===== config.mk =====
export PLATFORM = sky130hd
export DESIGN_NAME = rect_fill_writer
export DESIGN_NICKNAME = d
export VERILOG_FILES = /design/src/rtl/rect_fill_writer.sv
export SDC_FILE = /design/constraint.sdc
export NUM_CORES = 1
export LEC_CHECK = 0
export ABC_AREA = 1
export BUFFER_PORTS_ARGS = -buffer_cell sky130_fd_sc_hd__buf_2
export CAP_MARGIN = 20
export CORE_MARGIN = 2
export CORE_UTILIZATION = 60
export CTS_CLUSTER_SIZE = 10
export DETAILED_ROUTE_END_ITERATION = 8
export MAX_ROUTING_LAYER = met4
export PLACE_DENSITY = 0.81
export RECOVER_POWER = 25
export SLEW_MARGIN = 30
export SYNTH_ARGS = -nofsm -noshare
export SYNTH_HDL_FRONTEND = slang
export SYNTH_SLANG_ARGS = --single-unit

===== constraint.sdc =====
create_clock -name WRITE_CLK -period 5.95 [get_ports WRITE_CLK]
set_input_delay 0.595 -clock WRITE_CLK [delete_from_list [all_inputs] [get_ports WRITE_CLK]]
set_output_delay 0.595 -clock WRITE_CLK [all_outputs]
set_load 0.03 [all_outputs]

===== src/rtl/rect_fill_writer.sv =====
// Rectangle fill engine: clips one command to the visible area and streams
// one linear-address pixel write per clock into the frame buffer write port.
module rect_fill_writer #(
  parameter int H_RES   = 640,
  parameter int V_RES   = 480,
  parameter int ADDR_W  = 19,
  parameter int COLOR_W = 24
) (
  input  logic               WRITE_CLK,
  input  logic               RESET,
  input  logic               CMD_VALID,
  output logic               CMD_READY,
  input  logic [9:0]         CMD_X,
  input  logic [8:0]         CMD_Y,
  input  logic [9:0]         CMD_W,
  input  logic [8:0]         CMD_H,
  input  logic [COLOR_W-1:0] CMD_COLOR,
  output logic               WRITE_EN,
  output logic [ADDR_W-1:0]  WRITE_ADDR,
  output logic [COLOR_W-1:0] WRITE_DATA,
  output logic               BUSY,
  output logic               DONE
);

  typedef enum logic [1:0] {S_IDLE, S_CLIP, S_FILL, S_FIN} state_t;

  localparam logic [10:0]       H_LIM  = 11'(H_RES);
  localparam logic [9:0]        V_LIM  = 10'(V_RES);
  localparam logic [ADDR_W-1:0] STRIDE = ADDR_W'(H_RES);

  // Row start address as a sum of shifted copies of y, one per set bit of H_RES.
  function automatic logic [ADDR_W-1:0] row_of(input logic [8:0] y);
    logic [ADDR_W-1:0] acc;
    acc = '0;
    for (int k = 0; k < 31; k++) begin
      if (H_RES[k]) acc = acc + (ADDR_W'(y) << k);
    end
    return acc;
  endfunction

  state_t               state_q, state_d;
  logic [9:0]           x_q, x_d;
  logic [8:0]           y_q, y_d;
  logic [9:0]           w_q, w_d;
  logic [8:0]           h_q, h_d;
  logic [COLOR_W-1:0]   color_q, color_d;
  logic [10:0]          x_end_q, x_end_d;
  logic [9:0]           y_end_q, y_end_d;
  logic [9:0]           cx_q, cx_d;
  logic [8:0]           cy_q, cy_d;
  logic [ADDR_W-1:0]    row_base_q, row_base_d;
  logic                 ready_q, ready_d;
  logic                 en_q, en_d;
  logic [ADDR_W-1:0]    addr_q, addr_d;
  logic [COLOR_W-1:0]   data_q, data_d;
  logic                 busy_q, busy_d;
  logic                 done_q, done_d;

  logic [10:0]          x_sum_c, x_end_c;
  logic [9:0]           y_sum_c, y_end_c;
  logic                 empty_c;
  logic [ADDR_W-1:0]    row_c;
  logic                 x_last_c, y_last_c;

  // Clip arithmetic is one bit wider than the coordinates so the sums never wrap.
  always_comb begin
    x_sum_c  = {1'b0, x_q} + {1'b0, w_q};
    y_sum_c  = {1'b0, y_q} + {1'b0, h_q};
    x_end_c  = (x_sum_c > H_LIM) ? H_LIM : x_sum_c;
    y_end_c  = (y_sum_c > V_LIM) ? V_LIM : y_sum_c;
    empty_c  = (w_q == 10'd0) || (h_q == 9'd0) ||
               ({1'b0, x_q} >= H_LIM) || ({1'b0, y_q} >= V_LIM);
    row_c    = row_of(y_q);
    x_last_c = ({1'b0, cx_q} == (x_end_q - 11'd1));
    y_last_c = ({1'b0, cy_q} == (y_end_q - 10'd1));
  end

  always_comb begin
    state_d    = state_q;
    x_d        = x_q;
    y_d        = y_q;
    w_d        = w_q;
    h_d        = h_q;
    color_d    = color_q;
    x_end_d    = x_end_q;
    y_end_d    = y_end_q;
    cx_d       = cx_q;
    cy_d       = cy_q;
    row_base_d = row_base_q;
    addr_d     = addr_q;
    data_d     = data_q;
    ready_d    = 1'b0;
    en_d       = 1'b0;
    busy_d     = busy_q;
    done_d     = 1'b0;

    unique case (state_q)
      S_IDLE: begin
        ready_d = 1'b1;
        busy_d  = 1'b0;
        if (CMD_VALID && ready_q) begin
          x_d     = CMD_X;
          y_d     = CMD_Y;
          w_d     = CMD_W;
          h_d     = CMD_H;
          color_d = CMD_COLOR;
          ready_d = 1'b0;
          busy_d  = 1'b1;
          state_d = S_CLIP;
        end
      end

      S_CLIP: begin
        x_end_d = x_end_c;
        y_end_d = y_end_c;
        if (empty_c) begin
          done_d  = 1'b1;
          state_d = S_FIN;
        end else begin
          // The first pixel is presented on the same edge that enters FILL.
          cx_d       = x_q;
          cy_d       = y_q;
          row_base_d = row_c;
          addr_d     = row_c + ADDR_W'(x_q);
          data_d     = color_q;
          en_d       = 1'b1;
          state_d    = S_FILL;
        end
      end

      S_FILL: begin
        if (x_last_c && y_last_c) begin
          done_d  = 1'b1;
          state_d = S_FIN;
        end else if (x_last_c) begin
          en_d       = 1'b1;
          cx_d       = x_q;
          cy_d       = cy_q + 9'd1;
          row_base_d = row_base_q + STRIDE;
          addr_d     = row_base_q + STRIDE + ADDR_W'(x_q);
        end else begin
          en_d   = 1'b1;
          cx_d   = cx_q + 10'd1;
          addr_d = addr_q + ADDR_W'(1);
        end
      end

      S_FIN: begin
        ready_d = 1'b1;
        busy_d  = 1'b0;
        state_d = S_IDLE;
      end

      default: state_d = S_IDLE;
    endcase
  end

  always_ff @(posedge WRITE_CLK or posedge RESET) begin
    if (RESET) begin
      state_q    <= S_IDLE;
      x_q        <= '0;
      y_q        <= '0;
      w_q        <= '0;
      h_q        <= '0;
      color_q    <= '0;
      x_end_q    <= '0;
      y_end_q    <= '0;
      cx_q       <= '0;
      cy_q       <= '0;
      row_base_q <= '0;
      ready_q    <= 1'b0;
      en_q       <= 1'b0;
      addr_q     <= '0;
      data_q     <= '0;
      busy_q     <= 1'b0;
      done_q     <= 1'b0;
    end else begin
      state_q    <= state_d;
      x_q        <= x_d;
      y_q        <= y_d;
      w_q        <= w_d;
      h_q        <= h_d;
      color_q    <= color_d;
      x_end_q    <= x_end_d;
      y_end_q    <= y_end_d;
      cx_q       <= cx_d;
      cy_q       <= cy_d;
      row_base_q <= row_base_d;
      ready_q    <= ready_d;
      en_q       <= en_d;
      addr_q     <= addr_d;
      data_q     <= data_d;
      busy_q     <= busy_d;
      done_q     <= done_d;
    end
  end

  assign CMD_READY  = ready_q;
  assign WRITE_EN   = en_q;
  assign WRITE_ADDR = addr_q;
  assign WRITE_DATA = data_q;
  assign BUSY       = busy_q;
  assign DONE       = done_q;

endmodule


==> After elaboration in Yosys (flattened, before gate mapping) <==
Cells that the tools add are included.
{ "classes": {"add_sub_neg": 11, "order_cmp": 4, "eq_ne": 10, "mux": 32, "bitwise": 1, "reduce_logical": 15} }
{ "op_table": {"columns": ["operator", "count"], "rows": [
  ["19-bit two-way mux", 6],
  ["19-bit case mux with 2 select lines", 2],
  ["10-bit two-way mux", 4],
  ["19-bit by 10-bit adder with 19-bit output", 2],
  ["9-bit two-way mux", 3],
  ["10-bit case mux with 2 select lines", 1],
  ["16-bit by 18-bit adder with 19-bit output", 1],
  ["19-bit by 1-bit adder with 19-bit output (second input constant)", 1],
  ["19-bit by 10-bit adder with 19-bit output (second input constant)", 1],
  ["9-bit case mux with 2 select lines", 1],
  ["10-bit by 10-bit adder with 11-bit output", 1],
  ["10-bit by 11-bit == test with 1-bit output", 1],
  ["11-bit by 10-bit greater-than comparator with 1-bit output (second input constant)", 1],
  ["11-bit two-way mux", 1],
  ["11-bit by 1-bit subtractor with 11-bit output (second input constant)", 1],
  ["10-bit by 1-bit adder with 10-bit output (second input constant)", 1],
  ["9-bit by 9-bit adder with 10-bit output", 1],
  ["9-bit by 10-bit == test with 1-bit output", 1],
  ["10-bit >= comparator (second input constant)", 1],
  ["10-bit by 9-bit greater-than comparator with 1-bit output (second input constant)", 1],
  ["10-bit logical NOT", 1],
  ["2-bit inequality test (second input constant)", 5],
  ["10-bit by 1-bit subtractor with 10-bit output (second input constant)", 1],
  ["9-bit by 1-bit adder with 9-bit output (second input constant)", 1],
  ["other kinds (16)", 33]
]} }
{ "word_totals": {"register_bits": 170, "input_bits": 65, "output_inout_bits": 47, "word_cells": 90} }

==> Depth between registers and ports, before layout <==
{ "logic_depth": {"ltp_word": 6, "depth_mapped": 19, "ltp_nobuf": 19} }

==> Least setup slack after synthesis <==
OpenSTA, ideal clock, no wires.
{ "synth_path": {"path_type": "register to register", "from": "register y_q[2]", "to": "register addr_q[17] (netlist: WRITE_ADDR[17])", "setup_time_ns": 0.065, "arrival_time_ns": 2.314, "required_time_ns": 5.885, "path_slack_ns": 3.570, "stages_incl_launch_ff": 16, "path_buffers": 0, "period_less_slack_ns": 2.380, "cell_sequence": "dfrtp_1 ha_1 ha_1 inv_1 or2_2 a21boi_0 nand2_1 nor2_1 nand2_1 nor2_1 nand3_1 nand2_1 nand3_1 nand2_1 nand2_1 nand2_1"} }
{ "synth_between": {"elab_chain_cells": 4, "elab_cells_between_ends": 8, "cone_classes": "2 x add/sub; 1 x order compare; 1 x eq/ne; 2 x mux; 2 x reduce/logical"} }
{ "synth_lines": {"columns": ["element", "line", "text"], "rows": [
  ["start, declared", "43", "logic [8:0] y_q, y_d;"],
  ["start signal, assigned", "180", "y_q <= y_d;"],
  ["16-bit by 18-bit adder with 19-bit output / 9-bit >= comparator (equally long branches)", "36, 72", null],
  ["19-bit by 10-bit adder with 19-bit output / 1-bit logical OR (equally long branches)", "124, 72", null],
  ["19-bit two-way mux / 2-bit inequality test (equally long branches)", null, null],
  ["19-bit case mux with 2 select lines / 3-bit AND reduction (equally long branches)", null, null],
  ["end signal, assigned", "191", "addr_q <= addr_d;"],
  ["end, declared", "54", "logic [ADDR_W-1:0] addr_q, addr_d;"]
]} }
Several ways; a longest one is shown, not always the timed one. The select of a mux whose other input is x is not followed.
A chain may end at the register's enable or synchronous reset.

==> summary.txt <==
Global route
  – Number of global-route vias before repair: 9136
  – First-pass GRT wire length: 43300 um
  – GRT Overall Usage: 30.1%
  – Pin count of the biggest net entering global routing: 97
  – Initial antenna violation count: 0
  – Final global-route overflow total: 0

Floorplan
  – Initial core utilization: 61.3%
  – Core ar.: 17200 sq um
  – Die Span X: 137 um
  – FP Rows: 48
  – # IOs: 112
  – Area of the die: 18700 sq um
  – Die height: 137 um

Yosys
  – Main synth FF type: dfrtp_1
  – Post-synth EDFFs: 0
  – Share of the synthesized area in the top cell type: 38.6%
  – Library cells used by synthesis: 48
  – Sequential area share after synthesis: 38.6%
  – Mapped Nets: 1554
  – Top cells by area, synth: dfrtp_1 39%, nand2_1 16%, nand3_1 5.3%, inv_1 5.1%, ha_1 5.1%
  – Netlist Area Pre-Place: 10600 sq um
  – Syn_area_per_cell: 7.33 sq um
  – Yosys warning count: 0
  – Most frequent cell after synthesis: nand2_1
  – Ys async rst share: 100%
  – Synth top cells by count: 453 x nand2_1, 163 x dfrtp_1, 144 x inv_1
  – Gate Count Post-Synth: 1442
  – Synth Register Bits: 163
  – Cell accounting for the most synthesized area: dfrtp_1

Critical path
  – Critical Path End Type: asynchronous set/reset pin
  – Kind of critical path: input pin to asynchronous set/reset pin
  – Critical-path cell list: buf_2 -> clkinvlp_2
  – Worst Setup Start Kind: input pin
  – CP max stage cell: clkinvlp_2
  – Crit Path Max Fanout: 93
  – Data arrival, critical path: 3060 ps
  – Worst path bufs/invs: 2
  – Largest delay share family, worst path: buffers and inverters
  – Crit path required time: 5780 ps
  – Worst path max stage delay: 2300 ps

Timing
  – Clock skew: 12.5 ps
  – Max Fclk: 310 MHz
  – Slew headroom: -177%
  – Worst slew pin tran: 4130 ps
  – Period utilization: 54.1%
  – RSZ-0062 raised after global routing: false
  – Hold_ws: 376 ps
  – Final setup violation count: 0
  – Final Hold Viols: 0
  – Max Transition Viols Final: 94
  – Setup TNS: 0 ps
  – Final worst slack: 2730 ps
  – Min Tclk post-route: 3220 ps

Clocking
  – Longest Clk Path Bufs: 2
  – Postcts setup bufs: 0
  – CTS clock-pin slew for the worst setup and hold paths: 80 ps
  – Total CTS buffers: 17
  – CTS tree: built
  – Worst skew pair latency: 450 ps
  – # H-tree levels: 4
  – Post-CTS Hold Buffers: 0
  – Clock Sinks: 163
  – Root Driver: clkbuf_16
  – Post-CTS sizing: 0

Final layout
  – Filler cells: 1380
  – Area growth, synth to finish: 12.0%
  – Antenna cell count: 0
  – Layout cells sized above 1: 13.5%
  – NumNets Final: 1640
  – Final instance area: 11800 sq um

Placement
  – Placer Congestion: 0.931
  – Final HPWL DP: 18300 um
  – Port Buf Inserts: 111
  – Pre-CTS setup slack: 2830 ps
  – Post-Place Cell Area: 11200 sq um

Detailed routing
  – Number of vias per cell: 5.48
  – DRT iter0 DRCs: 611
  – Routed WL: 25900 um
  – Routed len/inst: 14.7 um
  – DR DRC count: 0
  – Via count: 9670
  – Final ANT Viol Nets: 0
  – TritonRoute pass-1 iters: 5

Flow run
  – Max cap viols: 1

Min path
  – Hold WC Path Type: input pin to flop

Run status
  – Status: complete, but fails checks
  – Failing checks: capacitance limit, slew limit
-- cells in the final DEF, fill, tap and decap left out, drive strengths merged, types with 2 or more instances in the layout --
master / synthesis / final
nand2: 459 / 459
dfrtp: 163 / 163
inv: 148 / 154
nor2: 134 / 134
buf: 22 / 114
nand3: 113 / 113
o21ai: 91 / 91
a21oi: 62 / 62
ha: 43 / 43
xor2: 41 / 41
mux2: 28 / 28
xnor2: 24 / 24
nand4: 20 / 20
nor3: 17 / 17
clkbuf: 25 / 17
nand3b: 8 / 8
clkinv: 1 / 8
a31oi: 7 / 7
o22ai: 7 / 7
or2: 7 / 7
nor4: 4 / 4
o21bai: 4 / 4
fa: 4 / 4
a21boi: 2 / 2
-- worst register-to-register path, cell delays in order, from the launching register on --
cell     delay [ps]
dfrtp_1         440
inv_2           120
ha_1            230
inv_1           120
nor2_4          160
nand2_1          70
nand2_1         100
nand2_1          60
nor3_1          200
nand3_1         130
o21ai_2         720
nand2_2         480
nand2_1         180
nand2_1          70
-- layer usage --
metal | part of all wire [%] | track usage [%]
met5 | 0 | -
met4 | 1.9 | 9.32
met3 | 5.7 | 5.74
met2 | 47 | 48.1
met1 | 45 | 39.1
-- path summary, 6_finish.rpt --
path	end	from	slack [ps]	cells after the start
max in group WRITE_CLK	row_base_q[9]$_DFFE_PP0P_	x_end_q[0]$_DFFE_PP0N_	2750	13
worst max-delay path	cy_q[3]$_DFFE_PP0P_	RESET	2730	2
worst min-delay path	w_q[2]$_DFFE_PP0P_	CMD_W[2]	380	2
worst max register to register	row_base_q[9]$_DFFE_PP0P_	x_end_q[0]$_DFFE_PP0N_	2750	13
worst min register to register	WRITE_DATA[15]$_DFFE_PP0P_	WRITE_DATA[15]$_DFFE_PP0P_	480	2
min in group asynchronous	color_q[17]$_DFFE_PP0P_	RESET	1390	2
-- registers in the layout, indices dropped and copies added, names as in the netlist, 10 cells and up --
signal	count
WRITE_ADDR	19
WRITE_DATA	24
color_q	24
cx_q	10
row_base_q	12
w_q	10
x_end_q	11
x_q	10
y_end_q	10
-- per-stage QoR --
| step | std cells | util [%] |
|---|---|---|
| floorplan | 1442 | - |
| global placement | 1734 | 65.0 |
| detailed placement | 1734 | 65.0 |
| CTS | 1766 | 68.6 |
| global route | 1766 | 68.7 |
| finish | 1766 | 68.7 |
-- cell families after synthesis --
family                     synth area share, %
xor gates and xnor gates                  5.39
buffers and inverters                     7.61
muxes                                     2.98
DFF                                       38.6
and+or+nand+nor                           30.6
other                                   0.0355
adders and majority gates                 5.85
AOI/OAI and AO/OA                         8.94
-- cell type report --
type	instances	area (sq um)	area share [%]
multi-input combinational	1083	5700	48.2
sequential	163	4080	34.5
timing repair buffer	114	582	4.91
inverter	149	563	4.76
clock buffer	17	425	3.59
tap	225	282	2.38
clock inverter	15	203	1.71
Power is left out: the tool's default activity adds up to more than one toggle a clock period on the data nets, which glitch-free logic cannot reach.
